[config.mk]
export PLATFORM = sky130hd
export DESIGN_NAME = int_exec_unit_flat
export DESIGN_NICKNAME = d
export VERILOG_FILES = /design/src/rtl/int_exec_if.sv /design/src/rtl/int_exec_unit.sv /design/src/flat_wrapper.sv
export SDC_FILE = /design/constraint.sdc
export NUM_CORES = 1
export LEC_CHECK = 0
export CAP_MARGIN = 40
export CELL_PAD_IN_SITES_DETAIL_PLACEMENT = 0
export CELL_PAD_IN_SITES_GLOBAL_PLACEMENT = 2
export CORE_UTILIZATION = 35
export DETAILED_ROUTE_END_ITERATION = 16
export GPL_TIMING_DRIVEN = 0
export HOLD_SLACK_MARGIN = 0.03
export PLACE_DENSITY = 0.83
export SYNTH_ARGS = -nofsm -noshare
export SYNTH_HDL_FRONTEND = slang
export SYNTH_SLANG_ARGS = --single-unit
[constraint.sdc]
create_clock -name clk -period 7.1 [get_ports clk]
set_input_delay 2.13 -clock clk [delete_from_list [all_inputs] [get_ports clk]]
set_output_delay 2.13 -clock clk [all_outputs]
set_load 0.005 [all_outputs]
[src/rtl/int_exec_if.sv]
// Bundle between dispatch / register file and the integer execution stage.
// intOp!=0 is valid, !intBusy is ready; an op transfers on an edge where both hold.
interface int_exec_if #(
  parameter int DATA_W = 16,
  parameter int SEL_W  = 3
);
  logic [3:0]        intOp;
  logic [SEL_W-1:0]  intA;
  logic [SEL_W-1:0]  intB;
  logic [SEL_W-1:0]  intC;
  logic              intBusy;
  logic [SEL_W-1:0]  rfASel;
  logic [SEL_W-1:0]  rfBSel;
  logic [DATA_W-1:0] rfADat;
  logic [DATA_W-1:0] rfBDat;
  logic [SEL_W-1:0]  rfWSel;
  logic [DATA_W-1:0] rfWDat;
  logic              rfWrite;
  logic              flagZ;
  logic              flagN;
  logic              flagC;
  logic              flagV;

  modport master (
    output intOp, intA, intB, intC, rfADat, rfBDat,
    input  intBusy, rfASel, rfBSel, rfWSel, rfWDat, rfWrite,
    input  flagZ, flagN, flagC, flagV
  );

  modport slave (
    input  intOp, intA, intB, intC, rfADat, rfBDat,
    output intBusy, rfASel, rfBSel, rfWSel, rfWDat, rfWrite,
    output flagZ, flagN, flagC, flagV
  );
endinterface

[src/rtl/int_exec_unit.sv]
// Integer execution stage: single-cycle ALU/shift ops, a DATA_W-cycle shift-add
// multiply, write-back forwarding and registered condition flags.
module int_exec_unit #(
  parameter int DATA_W = 16,
  parameter int SEL_W  = 3
) (
  input  logic      clk,
  input  logic      rst_n,
  int_exec_if.slave bus,
  output logic      o_dbg_mul
);
  localparam int CNT_W = $clog2(DATA_W);
  localparam int MSB   = DATA_W - 1;
  localparam logic [CNT_W-1:0] CNT_LAST = CNT_W'(DATA_W - 1);
  localparam logic [DATA_W:0]  W_ONE    = {{DATA_W{1'b0}}, 1'b1};

  localparam logic [3:0] OP_NOP = 4'h0;
  localparam logic [3:0] OP_ADD = 4'h1;
  localparam logic [3:0] OP_SUB = 4'h2;
  localparam logic [3:0] OP_AND = 4'h3;
  localparam logic [3:0] OP_OR  = 4'h4;
  localparam logic [3:0] OP_XOR = 4'h5;
  localparam logic [3:0] OP_NOT = 4'h6;
  localparam logic [3:0] OP_SHL = 4'h7;
  localparam logic [3:0] OP_SHR = 4'h8;
  localparam logic [3:0] OP_SRA = 4'h9;
  localparam logic [3:0] OP_MUL = 4'hA;
  localparam logic [3:0] OP_CMP = 4'hB;
  localparam logic [3:0] OP_MOV = 4'hC;
  localparam logic [3:0] OP_INC = 4'hD;
  localparam logic [3:0] OP_DEC = 4'hE;

  typedef enum logic {S_IDLE, S_MUL} state_t;

  state_t            r_state;
  logic              r_busy;
  logic              r_write;
  logic [SEL_W-1:0]  r_wsel;
  logic [DATA_W-1:0] r_wdat;
  logic              r_z, r_n, r_c, r_v;
  logic [DATA_W-1:0] r_ma;
  logic [DATA_W-1:0] r_mb;
  logic [DATA_W-1:0] r_acc;
  logic [SEL_W-1:0]  r_mc;
  logic [CNT_W-1:0]  r_cnt;

  logic                     w_accept;
  logic [DATA_W-1:0]        w_a, w_b;
  logic [CNT_W-1:0]         w_sh;
  logic [DATA_W:0]          w_add, w_sub, w_inc, w_dec, w_shl, w_shr;
  logic signed [DATA_W:0]   w_sra;
  logic [DATA_W-1:0]        w_res;
  logic                     w_c, w_v, w_wr, w_upd;
  logic                     w_z, w_n;
  logic [DATA_W-1:0]        w_acc_next;

  assign bus.rfASel = bus.intA;
  assign bus.rfBSel = bus.intB;
  assign bus.intBusy = r_busy;
  assign bus.rfWrite = r_write;
  assign bus.rfWSel  = r_wsel;
  assign bus.rfWDat  = r_wdat;
  assign bus.flagZ   = r_z;
  assign bus.flagN   = r_n;
  assign bus.flagC   = r_c;
  assign bus.flagV   = r_v;
  assign o_dbg_mul   = (r_state == S_MUL);

  assign w_accept = (bus.intOp != OP_NOP) && !r_busy;

  // A result still on the write port has not reached the register file yet.
  assign w_a = (r_write && (r_wsel == bus.intA)) ? r_wdat : bus.rfADat;
  assign w_b = (r_write && (r_wsel == bus.intB)) ? r_wdat : bus.rfBDat;
  assign w_sh = w_b[CNT_W-1:0];

  // The extra bit of each shift vector captures the last bit shifted out.
  assign w_add = {1'b0, w_a} + {1'b0, w_b};
  assign w_sub = {1'b0, w_a} - {1'b0, w_b};
  assign w_inc = {1'b0, w_a} + W_ONE;
  assign w_dec = {1'b0, w_a} - W_ONE;
  assign w_shl = {1'b0, w_a} << w_sh;
  assign w_shr = {w_a, 1'b0} >> w_sh;
  assign w_sra = $signed({w_a, 1'b0}) >>> w_sh;

  always_comb begin
    w_res = '0;
    w_c   = 1'b0;
    w_v   = 1'b0;
    w_wr  = 1'b0;
    w_upd = 1'b0;
    case (bus.intOp)
      OP_ADD: begin
        w_res = w_add[MSB:0];
        w_c   = w_add[DATA_W];
        w_v   = (w_a[MSB] == w_b[MSB]) && (w_add[MSB] != w_a[MSB]);
        w_wr  = 1'b1;
        w_upd = 1'b1;
      end
      OP_SUB, OP_CMP: begin
        w_res = w_sub[MSB:0];
        w_c   = w_sub[DATA_W];
        w_v   = (w_a[MSB] != w_b[MSB]) && (w_sub[MSB] != w_a[MSB]);
        w_wr  = (bus.intOp == OP_SUB);
        w_upd = 1'b1;
      end
      OP_AND: begin
        w_res = w_a & w_b;
        w_wr  = 1'b1;
        w_upd = 1'b1;
      end
      OP_OR: begin
        w_res = w_a | w_b;
        w_wr  = 1'b1;
        w_upd = 1'b1;
      end
      OP_XOR: begin
        w_res = w_a ^ w_b;
        w_wr  = 1'b1;
        w_upd = 1'b1;
      end
      OP_NOT: begin
        w_res = ~w_a;
        w_wr  = 1'b1;
        w_upd = 1'b1;
      end
      OP_SHL: begin
        w_res = w_shl[MSB:0];
        w_c   = w_shl[DATA_W];
        w_wr  = 1'b1;
        w_upd = 1'b1;
      end
      OP_SHR: begin
        w_res = w_shr[DATA_W:1];
        w_c   = w_shr[0];
        w_wr  = 1'b1;
        w_upd = 1'b1;
      end
      OP_SRA: begin
        w_res = w_sra[DATA_W:1];
        w_c   = w_sra[0];
        w_wr  = 1'b1;
        w_upd = 1'b1;
      end
      OP_MOV: begin
        w_res = w_a;
        w_wr  = 1'b1;
        w_upd = 1'b1;
      end
      OP_INC: begin
        w_res = w_inc[MSB:0];
        w_c   = w_inc[DATA_W];
        w_v   = !w_a[MSB] && w_inc[MSB];
        w_wr  = 1'b1;
        w_upd = 1'b1;
      end
      OP_DEC: begin
        w_res = w_dec[MSB:0];
        w_c   = w_dec[DATA_W];
        w_v   = w_a[MSB] && !w_dec[MSB];
        w_wr  = 1'b1;
        w_upd = 1'b1;
      end
      default: begin
      end
    endcase
  end

  assign w_z = (w_res == '0);
  assign w_n = w_res[MSB];

  // One partial product per cycle: multiplicand walks left, multiplier walks right.
  assign w_acc_next = r_acc + (r_mb[0] ? r_ma : '0);

  always_ff @(posedge clk) begin
    if (!rst_n) begin
      r_state <= S_IDLE;
      r_busy  <= 1'b0;
      r_write <= 1'b0;
      r_wsel  <= '0;
      r_wdat  <= '0;
      r_z     <= 1'b0;
      r_n     <= 1'b0;
      r_c     <= 1'b0;
      r_v     <= 1'b0;
      r_ma    <= '0;
      r_mb    <= '0;
      r_acc   <= '0;
      r_mc    <= '0;
      r_cnt   <= '0;
    end else begin
      case (r_state)
        S_IDLE: begin
          r_write <= 1'b0;
          if (w_accept) begin
            if (bus.intOp == OP_MUL) begin
              r_state <= S_MUL;
              r_busy  <= 1'b1;
              r_ma    <= w_a;
              r_mb    <= w_b;
              r_mc    <= bus.intC;
              r_acc   <= '0;
              r_cnt   <= '0;
            end else if (w_upd) begin
              r_write <= w_wr;
              r_wsel  <= bus.intC;
              r_wdat  <= w_res;
              r_z     <= w_z;
              r_n     <= w_n;
              r_c     <= w_c;
              r_v     <= w_v;
            end
          end
        end
        S_MUL: begin
          r_write <= 1'b0;
          r_acc   <= w_acc_next;
          r_ma    <= r_ma << 1;
          r_mb    <= r_mb >> 1;
          r_cnt   <= r_cnt + 1'b1;
          if (r_cnt == CNT_LAST) begin
            r_state <= S_IDLE;
            r_busy  <= 1'b0;
            r_write <= 1'b1;
            r_wsel  <= r_mc;
            r_wdat  <= w_acc_next;
            r_z     <= (w_acc_next == '0);
            r_n     <= w_acc_next[MSB];
            r_c     <= 1'b0;
            r_v     <= 1'b0;
            r_cnt   <= '0;
          end
        end
        default: begin
          r_state <= S_IDLE;
          r_busy  <= 1'b0;
        end
      endcase
    end
  end
endmodule

[src/flat_wrapper.sv]
// flat-port wrapper written by rule: the top's interface ports become plain ports
module int_exec_unit_flat 
#(
  parameter int DATA_W = 16,
  parameter int SEL_W  = 3
)
  (clk, rst_n, o_dbg_mul, bus_intOp, bus_intA, bus_intB, bus_intC, bus_rfADat, bus_rfBDat, bus_intBusy, bus_rfASel, bus_rfBSel, bus_rfWSel, bus_rfWDat, bus_rfWrite, bus_flagZ, bus_flagN, bus_flagC, bus_flagV);
  int_exec_if #(.DATA_W(DATA_W), .SEL_W(SEL_W)) bus_i ();
  input  logic clk;
  input  logic rst_n;
  output logic o_dbg_mul;
  input wire logic [$bits(bus_i.intOp)-1:0] bus_intOp;
  input wire logic [$bits(bus_i.intA)-1:0] bus_intA;
  input wire logic [$bits(bus_i.intB)-1:0] bus_intB;
  input wire logic [$bits(bus_i.intC)-1:0] bus_intC;
  input wire logic [$bits(bus_i.rfADat)-1:0] bus_rfADat;
  input wire logic [$bits(bus_i.rfBDat)-1:0] bus_rfBDat;
  output wire logic [$bits(bus_i.intBusy)-1:0] bus_intBusy;
  output wire logic [$bits(bus_i.rfASel)-1:0] bus_rfASel;
  output wire logic [$bits(bus_i.rfBSel)-1:0] bus_rfBSel;
  output wire logic [$bits(bus_i.rfWSel)-1:0] bus_rfWSel;
  output wire logic [$bits(bus_i.rfWDat)-1:0] bus_rfWDat;
  output wire logic [$bits(bus_i.rfWrite)-1:0] bus_rfWrite;
  output wire logic [$bits(bus_i.flagZ)-1:0] bus_flagZ;
  output wire logic [$bits(bus_i.flagN)-1:0] bus_flagN;
  output wire logic [$bits(bus_i.flagC)-1:0] bus_flagC;
  output wire logic [$bits(bus_i.flagV)-1:0] bus_flagV;
  assign bus_i.intOp = bus_intOp;
  assign bus_i.intA = bus_intA;
  assign bus_i.intB = bus_intB;
  assign bus_i.intC = bus_intC;
  assign bus_i.rfADat = bus_rfADat;
  assign bus_i.rfBDat = bus_rfBDat;
  assign bus_intBusy = bus_i.intBusy;
  assign bus_rfASel = bus_i.rfASel;
  assign bus_rfBSel = bus_i.rfBSel;
  assign bus_rfWSel = bus_i.rfWSel;
  assign bus_rfWDat = bus_i.rfWDat;
  assign bus_rfWrite = bus_i.rfWrite;
  assign bus_flagZ = bus_i.flagZ;
  assign bus_flagN = bus_i.flagN;
  assign bus_flagC = bus_i.flagC;
  assign bus_flagV = bus_i.flagV;
  int_exec_unit #(.DATA_W(DATA_W), .SEL_W(SEL_W)) u_core (.clk(clk), .rst_n(rst_n), .bus(bus_i), .o_dbg_mul(o_dbg_mul));
endmodule
== After elaboration in Yosys (flattened, before gate mapping) ==
Cells that the tools add are included.

* $add $sub $neg: 6
* Equality and inequality tests: 26
* Bitwise operators: 5
* Muxes and demuxes: 62
* Reductions and logical operators: 20
* Shift operators: 3

{| class="wikitable"
|+ Operators with widths
! cell !! number
|-
| 2-to-1 mux 16 bit || 13
|-
| one-hot mux 16 bit (12 select lines) || 1
|-
| one-hot mux 16 bit (2 select lines) || 4
|-
| == test 4 bit, second input constant || 8
|-
| logical NOT 16 bit || 2
|-
| 2-to-1 mux 1 bit || 25
|-
| adder 16 x 1 -> 17 bit, second input constant || 1
|-
| adder 16 x 16 -> 17 bit || 1
|-
| << shifter 16 x 4 -> 17 bit || 1
|-
| >> shifter 17 x 4 -> 17 bit || 1
|-
| >>> shifter 17 x 4 -> 17 bit || 1
|-
| subtractor 16 x 1 -> 17 bit, second input constant || 1
|-
| subtractor 16 x 16 -> 17 bit || 1
|-
| adder 16 bit || 1
|-
| bitwise AND 16 bit || 1
|-
| == test 4 x 3 -> 1 bit, second input constant || 4
|-
| inverter 16 bit || 1
|-
| OR 16 bit || 1
|-
| one-hot mux 1 bit (2 select lines) || 8
|-
| bitwise XOR 16 bit || 1
|-
| OR reduction 13 bit || 1
|-
| 2-to-1 mux 3 bit || 4
|-
| 2-to-1 mux 4 bit || 3
|-
| OR reduction 11 bit || 1
|-
| other kinds (20) || 36
|}

* Output and inout port bits: 32
* Bits in registers: 81
* Bits of input ports: 47

== Longest topological paths before layout ==
Gate-level depths: netlist of the first run.

* Word-level depth: 11
* Mapped depth: 21
* Mapped depth without buffers: 18

== Worst setup path after synthesis of the first run ==
Ideal clock, no wire load.

* Kind: input port to flip-flop
* Start: in bus_intB[2]
* End: reg u_core.r_z, in the netlist u_core.bus.flagZ
* Cell stages on the path: 20
* Required time: 7038 ps
* Path slack: 493 ps
* Data arrival time: 6545 ps
* Cells stage by stage: xor2_1 or4b_1 buf_2 mux2i_4 inv_1 buf_1 buf_1 ha_1 inv_1 a21oi_1 o21ai_0 a211o_1 a2111o_1 o211ai_1 a221oi_1 o31ai_1 o221a_2 o21ai_0 or3_1 nand3_1

* Longest elaborated chain between the ends: 10
* Elaborated cells on any way between the ends: 17
* Classes of those cells: add/sub: 2; eq/ne: 1; shift: 3; mux: 6; bitwise: 3; reduce/logical: 2

{| class="wikitable"
|+ Ends and longest elaborated chain
! element !! line !! text
|-
| start: declaration || flat_wrapper.sv:14 || <nowiki>input wire logic [$bits(bus_i.intB)-1:0] bus_intB;</nowiki>
|-
| == test 3 bit * || int_exec_unit.sv:73 || <nowiki>assign w_b = (r_write && (r_wsel == bus.intB)) ? r_wdat : bus.rfBDat;</nowiki>
|-
| logical AND 1 bit * || int_exec_unit.sv:73 ||
|-
| 2-to-1 mux 16 bit * || int_exec_unit.sv:73 ||
|-
| subtractor 16 x 16 -> 17 bit (tied with other cells) || int_exec_unit.sv:78 || <nowiki>assign w_sub = {1'b0, w_a} - {1'b0, w_b};</nowiki>
|-
| one-hot mux 16 bit (12 select lines) * || int_exec_unit.sv:91 || <nowiki>case (bus.intOp)</nowiki>
|-
| logical NOT 16 bit * || int_exec_unit.sv:168 || <nowiki>assign w_z = (w_res == '0);</nowiki>
|-
| 2-to-1 mux 1 bit * || int_exec_unit.sv:203 || <nowiki>end else if (w_upd) begin</nowiki>
|-
| 2-to-1 mux 1 bit * || int_exec_unit.sv:195 || <nowiki>if (bus.intOp == OP_MUL) begin</nowiki>
|-
| 2-to-1 mux 1 bit * || int_exec_unit.sv:194 || <nowiki>if (w_accept) begin</nowiki>
|-
| one-hot mux 1 bit (2 select lines) * || int_exec_unit.sv:191 || <nowiki>case (r_state)</nowiki>
|-
| end signal: assignment || int_exec_unit.sv:207 || <nowiki>r_z <= w_z;</nowiki>
|-
| end signal: assignment || int_exec_unit.sv:226 || <nowiki>r_z <= (w_acc_next == '0);</nowiki>
|-
| end: declaration || int_exec_unit.sv:40 || <nowiki>logic r_z, r_n, r_c, r_v;</nowiki>
|}

Every way passes the cells marked *; elsewhere a longest branch is shown, timed or not. The select of a mux whose other input is x is not followed.
A chain may end at the register's enable or synchronous reset.

== Worst setup path in the final report of the first run ==
Same ends and word-level chain as after synthesis.

==> summary.txt, run 1 <==
Clocking
  – Clock Latency Late Sink: 0.34 ns
  – Hold Buf Count CTS: 0
  – CTS tree: built
  – Clock Tree Buf Depth: 2
  – CTS root buffer: clkbuf_16
  – CTS buffer count: 9
  – Clock sinks: 80
  – H-tree level count: 3
  – CTS clock-pin slew for the worst setup and hold paths: about 0.07 ns

Synthesis
  – Ys Warns: 0
  – Xor/xnor share of the synthesized area: 4.59%
  – Compound-Gate Fraction of Synth Area: 29.6%
  – Syn Nets: around 1.5k
  – Count of cell types in the netlist: 78
  – Largest family of logic cells by synthesized area: compound AO/OA/AOI/OAI gates
  – Area contributors post-synth: dfxtp_1, mux2i_1, ha_1
  – Mux cell area share after synthesis: 11.6%
  – Synthesis-stage register bit count: 80
  – Ys flop type: dfxtp_1
  – Synth Cell Area: 9920 um2
  – Syn avg cell area: 7.15 um2
  – Sequential area share after synthesis: 16.1%
  – Synth top area share: 16.1%
  – Synth Area in Simple Gates: 24.3%
  – Cells after Synth: 1387
  – Async set-reset flop share out of synthesis: 0%
  – Adder-cell share of the synthesized area: 7.47%
  – Dominant cell type by area after synthesis: dfxtp_1
  – Post-synth EDFFs: 0

Setup path
  – Reg2reg start: u_core.bus.rfWSel[2]
  – Critical path type: input pin to register
  – Startpoint Class: input pin
  – CP startpoint: bus_intB[2]
  – Critical path arrival: 7.26 ns
  – Worst-path fanout max: 18
  – Critical path capture point type: register
  – R2r setup slk: 1.95 ns
  – Req. time, crit path: 7.39 ns

Layout
  – Layout Nets: 1605
  – Fin area: 12100 um2
  – Multi-input logic area: 7990 um2
  – Synth-to-layout area growth: 21.6%
  – Most frequent cells in the layout: nand2_1, nor2_1, a21oi_1
  – Register area: 1600 um2
  – Fill cells: 3007
  – Layout cell share with drive strength beyond 1: 9.17%

Floorplanning
  – Starting Density: 35.6%
  – Core area: 27900 um2
  – Die Ht: 170 um
  – Die Area: around 29000 um2
  – I/O pin total: 79
  – Die W: 170 um
  – FP Rows: between 60 and 70

Power and ir drop
  – Psw: 0.819 mW
  – P_leak: 4.76 nW
  – Worst vdd ir: 0.0000881 V
  – Power Density: 161 nW/um2
  – Comb pwr share: 47.1%
  – Clk pwr share: 26.5%
  – Sw Share: 42.1%
  – Internal: 1.13 mW
  – Flop pwr share: 26.4%

STA
  – Final Hold Vio Count: 0
  – Worst setup margin: roughly 0.13 ns
  – Hold_ws: between 0.4 and 0.5 ns
  – Final period utilization: 98.2%
  – Worst-Margin Slew: approximately 0.94 ns
  – Final Max Slew Viols: 0
  – Period minus WS final: 6.97 ns
  – Skew final: approximately 0.0085 ns
  – Final setup viols: 0
  – Max-slew headroom: 37.2%
  – F_max: 143 MHz

Outcome
  – Status: completed

Drt
  – Via/cell ratio: around 6.3
  – DR pass1 iterations: 6
  – Final WL: 49.9 mm
  – Post-DRT Antenna Nets: 0
  – DR DRC count: 0
  – Vias: 11.9k
  – Avg WL per Cell: 26.5 um
  – Iteration-0 DRC Markers: 1487

Global routing
  – Tot GR Track Use: 34.3%
  – Remaining Overflow, GRT: 0
  – First-pass GRT wire length: 73.5 mm
  – Initial antenna violation count: 1
  – Pin count of the biggest net entering global routing: 20
  – Vias in the first global route: around 11k

Worst hold path
  – Hold WC Path Type: register to register
  – Min-delay src: u_core.r_acc[4]

Placed design
  – Routability Congestion: a little over 1
  – Post-DP Area: 11300 um2
  – Post-DP HPWL: 39.5 mm
  – # port buffers: 75
  – Setup WS pre-CTS: -1.63 ns

Run
  – Maxcap violations: 0
## metrics by stage
step / util (%) / total power [mW] / instances / setup TNS (ns)
floorplan: - / 1.01 / 1387 / 0
global placement: 40.0 / 1.34 / 1840 / -13.85
detailed placement: 40.7 / 1.35 / 1863 / -11.72
CTS: 42.7 / 1.90 / 1884 / 0
global route: 43.3 / 2.02 / 1883 / -0.00670
finish: 43.3 / 1.95 / 1884 / 0
## registers in the layout (all words and copies together) (netlist names)
| register | flops |
|---|---|
| u_core.bus.flagC | 1 |
| u_core.bus.flagV | 1 |
| u_core.bus.flagZ | 1 |
| u_core.bus.intBusy | 1 |
| u_core.bus.rfWDat | 16 |
| u_core.bus.rfWSel | 3 |
| u_core.bus.rfWrite | 1 |
| u_core.o_dbg_mul | 1 |
| u_core.r_acc | 16 |
| u_core.r_cnt | 4 |
| u_core.r_ma | 16 |
| u_core.r_mb | 16 |
| u_core.r_mc | 3 |
## path summary, 6_finish.rpt
kind	cells after the start	endpoint
worst max-delay path	21	u_core.bus.flagZ
worst min-delay path	2	u_core.r_acc[4]
worst max register to register	20	u_core.bus.flagZ
worst min register to register	2	u_core.r_acc[4]
## power groups by stage
stage / Clock, mW / Sequential, mW / Combinational, mW
2_1_floorplan: 0 / 0.506 / 0.508
3_3_place_gp: 0 / 0.520 / 0.818
3_5_place_dp: 0 / 0.521 / 0.830
4_1_cts: 0.521 / 0.511 / 0.865
5_1_grt: 0.540 / 0.516 / 0.967
6_report: 0.516 / 0.514 / 0.916
## timing repair
item	in CTS	in global routing
setup buffers	10	3
pin swaps	6	4
hold endpoints to repair	0	0
endpoints found under the setup margin	14	4
resized for setup	43	36
## cells in the mapped netlist, drive strengths merged, types with 15 or more instances
cell / n
a21o: 21
nand3: 39
a211oi: 58
nand4: 16
buf: 29
o21ai: 71
xnor2: 34
a22oi: 15
o211ai: 15
clkbuf: 68
and2: 27
nor2b: 46
mux2i: 101
xor2: 18
inv: 48
o22ai: 19
nand2: 136
nor2: 136
nor3: 27
dfxtp: 80
ha: 56
a31oi: 25
a21oi: 114
## layer usage
layer / global-route usage [%] / share of wire, %
met4: 13.5 / 4.2
met5: 0 / 0
met3: 4.67 / 9.0
met2: 50.9 / 42
met1: 49.4 / 45
## final cells by class
| type | count | area share [%] |
|---|---|---|
| Sequential cell | 80 | 13.3 |
| Clock buffer | 10 | 1.90 |
| Clock inverter | 6 | 0.747 |
| Timing Repair Buffer | 111 | 8.54 |
| Antenna cell | 1 | 0.0208 |
| Inverter | 51 | 1.72 |
| Tap cell | 378 | 3.92 |
| Buffer | 88 | 3.60 |
| Multi-Input combinational cell | 1159 | 66.3 |
## worst max-delay path, cell delays in order
cell and delay (ns):
clkdlybuf4s50_1 0.44, xor2_1 0.18, or4b_4 0.55, buf_6 0.17, mux2i_1 0.19, buf_6 0.14, inv_4 0.12, ha_4 0.23
fa_1 0.46, nor3b_2 0.19, o21ai_2 0.21, a31oi_2 0.17, xor2_1 0.17, a211oi_1 0.32, o2111ai_2 0.26, a211oi_2 0.42
nand3_2 0.15, nor4_4 0.21, nand4b_1 0.12, or3_1 0.33, nand3_1 0.07
## kinds of logic after synthesis
family                     Yosys count
muxes                              109
xor gates and xnor gates            52
DFF                                 80
and+or+nand+nor                    497
adders and majority gates           58
buffers and inverters              148
AOI/OAI and AO/OA                  443
Power figures use the tool's default switching activity.
==> run 2: changes to the inputs <==
--- a/config.mk
+++ b/config.mk
@@ -5,14 +5,15 @@
 export SDC_FILE = /design/constraint.sdc
 export NUM_CORES = 1
 export LEC_CHECK = 0
+export ABC_AREA = 1
 export CAP_MARGIN = 40
 export CELL_PAD_IN_SITES_DETAIL_PLACEMENT = 0
 export CELL_PAD_IN_SITES_GLOBAL_PLACEMENT = 2
-export CORE_UTILIZATION = 35
+export CORE_UTILIZATION = 31
 export DETAILED_ROUTE_END_ITERATION = 16
 export GPL_TIMING_DRIVEN = 0
-export HOLD_SLACK_MARGIN = 0.03
-export PLACE_DENSITY = 0.83
+export HOLD_SLACK_MARGIN = 0.02
+export PLACE_DENSITY = 0.81
 export SYNTH_ARGS = -nofsm -noshare
 export SYNTH_HDL_FRONTEND = slang
 export SYNTH_SLANG_ARGS = --single-unit
==> run 2 against run 1 <==
  * Synthesized cell count rose by 31%
  * Design area fell by 1.4%
  * Setup slack improved by 0.25 ns
  * Clock skew fell by 0.00090 ns
  * Register-to-register slack improved by 0.36 ns
  * Clock-buffer cell count rose by 1
  * First-iteration DRC count fell by 7.1%
  * Largest power group unchanged
  * Sequential power barely moved
  * Die area rose by 16%
==> summary.txt, run 2 <==
Clocking
  – H-tree level count: 3
  – # Post-CTS Setup Buffers: 0
  – CTS buffer count: 9
  – CTS clock-pin slew for the worst setup and hold paths: 0.06 ns
  – Clock Latency Late Sink: 0.34 ns
  – Clock sinks: 80
  – Hold Buf Count CTS: 0
  – Post-cts resize count: 0
  – Clock Tree Buf Depth: 2
  – CTS root buffer: clkbuf_16
  – CTS tree: built

Power and ir drop
  – Flop pwr share: 26.8%
  – Internal: roughly 1.1 mW
  – Worst vdd ir: between 0.0001 and 0.00015 V
  – Psw: 0.860 mW
  – Clk pwr share: 25.2%
  – Sw Share: 44.9%
  – P_leak: 5.63 nW
  – Pwr Total: 1.91 mW
  – Power Density: 161 nW/um2
  – Comb pwr share: slightly below 50%

Setup path
  – Critical-path top delay cell: clkdlybuf4s50_1
  – Cell repeated most along the worst path: nand2_1
  – Slowest stage delay, CP: 0.51 ns
  – Req. time, crit path: 7.39 ns
  – Worst-path fanout max: 10
  – Critical path type: input pin to register
  – Startpoint Class: input pin
  – Critical path arrival: 7.01 ns
  – Critical path capture point type: register

Layout
  – Fin area: 11900 um2
  – Synth-to-layout area growth: 16.2%
  – Fill cells: 3747
  – ANT cells: 0
  – Most frequent cells in the layout: nand2_1, nand3_1, inv_1
  – Commonest non-fill, non-tap cell in the layout: nand2_1
  – Layout cell share with drive strength beyond 1: under 10%
  – Layout Nets: 2012

Placed design
  – Routability Congestion: 0.996
  – # port buffers: about 80
  – Post-DP HPWL: approximately 42 mm
  – Setup WS pre-CTS: between 0.07 and 0.08 ns
  – Post-DP Area: 11600 um2

Floorplanning
  – I/O pin total: 79
  – Die Area: 33700 um2
  – Starting Density: around a third
  – Core area: 32500 um2
  – Die Ht: 184 um
  – FP Rows: 66
  – Die W: around 180 um

Global routing
  – Remaining Overflow, GRT: 0
  – Pin count of the biggest net entering global routing: 14
  – Initial antenna violation count: 0
  – First-pass GRT wire length: 75.3 mm
  – Vias in the first global route: between 10k and 15k
  – Tot GR Track Use: 30.4%

STA
  – Final Hold Vio Count: 0
  – Period minus WS final: 6.72 ns
  – Final setup viols: 0
  – Final Max Slew Viols: 0
  – Worst-Margin Slew: 0.854 ns
  – Final period utilization: 94.6%
  – F_max: 149 MHz
  – Skew final: 0.00761 ns
  – Unrepaired setup endpoints after global routing: false
  – Max-slew headroom: 42.9%
  – Worst setup margin: 0.383 ns

Worst hold path
  – Hold WC Path Type: register to register

Synthesis
  – Dominant cell type by area after synthesis: nand2_1
  – Most numerous cell in the Yosys netlist: nand2_1
  – Ys flop type: dfxtp_1
  – Post-synth EDFFs: 0
  – Async set-reset flop share out of synthesis: 0%
  – Synth top cells by count: nand2_1, nand3_1, inv_1
  – Ys Warns: 0
  – Synthesis-stage register bit count: 80
  – Area contributors post-synth: nand2_1, dfxtp_1, nand3_1
  – Syn Nets: 1921
  – Synth top area share: 21.4%
  – Cells after Synth: ~1.8k
  – Synth Cell Area: around 10000 um2
  – Count of cell types in the netlist: 52
  – Syn avg cell area: roughly 5.6 um2
  – Sequential area share after synthesis: 15.7%

Drt
  – DR pass1 iterations: 6
  – Avg WL per Cell: 21.7 um
  – Iteration-0 DRC Markers: 1381
  – DR DRC count: 0
  – Vias: between 10k and 15k
  – Via/cell ratio: around 5.4
  – Final WL: about 51 mm
  – Post-DRT Antenna Nets: 0

Outcome
  – Status: completed

Run
  – Maxcap violations: 0
[run 2: cell count changes after synthesis, sizes merged, moves of 31 or more]
cell,change
a211oi,-51
clkbuf,-32
inv,+154
mux2i,-101
nand2,+501
nand3,+194
nor2b,-46
xnor2,-31
[run 2: worst paths after layout]
path / startpoint / endpoint / slack, ns / depth (start not counted)
max: bus_intB[1] / u_core.bus.flagZ / 0.38 / 30
min reg2reg: u_core.r_mc[2] / u_core.r_mc[2] / 0.45 / 2
max reg2reg: u_core.bus.rfWSel[0] / u_core.bus.flagZ / 2.31 / 27
min: u_core.r_mc[2] / u_core.r_mc[2] / 0.45 / 2
[run 2: kinds of logic after synthesis]
family                     after synthesis  share of synthesized area, %
adders and majority gates               58                          7.24
and+or+nand+nor                       1083                          47.5
DFF                                     80                          15.7
AOI/OAI and AO/OA                      292                          16.2
xor gates and xnor gates                19                          1.63
buffers and inverters                  284                          11.8
[run 2: routing by layer]
layer | vias to the layer above | part of all wire, % | global-route usage (%)
met3 | 76 | 5.6 | 2.56
li1 | 6151 | - | -
met5 | - | 0 | 0
met1 | 5926 | 44 | 39.5
met2 | 484 | 47 | 51.5
met4 | 0 | 4.0 | 12.5
[run 2: stage by stage]
step / cells / TNS [ns] / hold WS, ns / util, %
6_report: 2354 / 0 / 0.452 / 36.5
5_1_grt: 2354 / 0 / 0.482 / 36.5
4_1_cts: 2354 / 0 / 0.452 / 36.5
3_5_place_dp: 2338 / 0 / 0.443 / 35.6
3_3_place_gp: 2336 / -0.245 / 0.436 / 35.5
2_1_floorplan: 1816 / 0 / 0.425 / -
[run 2: power by group through the flow]
stage | logic (mW) | clock network (mW) | registers (mW)
floorplan | 0.563 | 0 | 0.508
global placement | 0.903 | 0 | 0.522
detailed placement | 0.900 | 0 | 0.522
CTS | 0.905 | 0.489 | 0.512
global route | 0.999 | 0.509 | 0.514
finish | 0.920 | 0.482 | 0.512
[run 2: area by class of cell]
class	count	area (um2)	area share [%]
Tap cell	442	553	4.65
Clock buffer	11	253	2.13
Inverter	209	788	6.63
Multi-Input combinational cell	1452	7420	62.4
Buffer	75	419	3.53
Timing Repair Buffer	80	793	6.68
Sequential cell	80	1600	13.5
Clock inverter	5	55.1	0.463
[run 2: worst max-delay path: cells and delay by family]
| kind | cells | cell delay, ns |
|---|---|---|
| AND/OR/NAND/NOR | 17 | 1.85 |
| buffers and inverters | 7 | 1.55 |
| AO/OA/AOI/OAI | 5 | 1.20 |
| adder cells (fa/ha/maj) | 1 | 0.25 |
==> run 3: changes to the inputs <==
--- a/config.mk
+++ b/config.mk
@@ -17,3 +17,4 @@
 export SYNTH_ARGS = -nofsm -noshare
 export SYNTH_HDL_FRONTEND = slang
 export SYNTH_SLANG_ARGS = --single-unit
+export TNS_END_PERCENT = 30
==> results of run 3 <==
The final DEF is identical to that of run 2; final timing and power are the same.
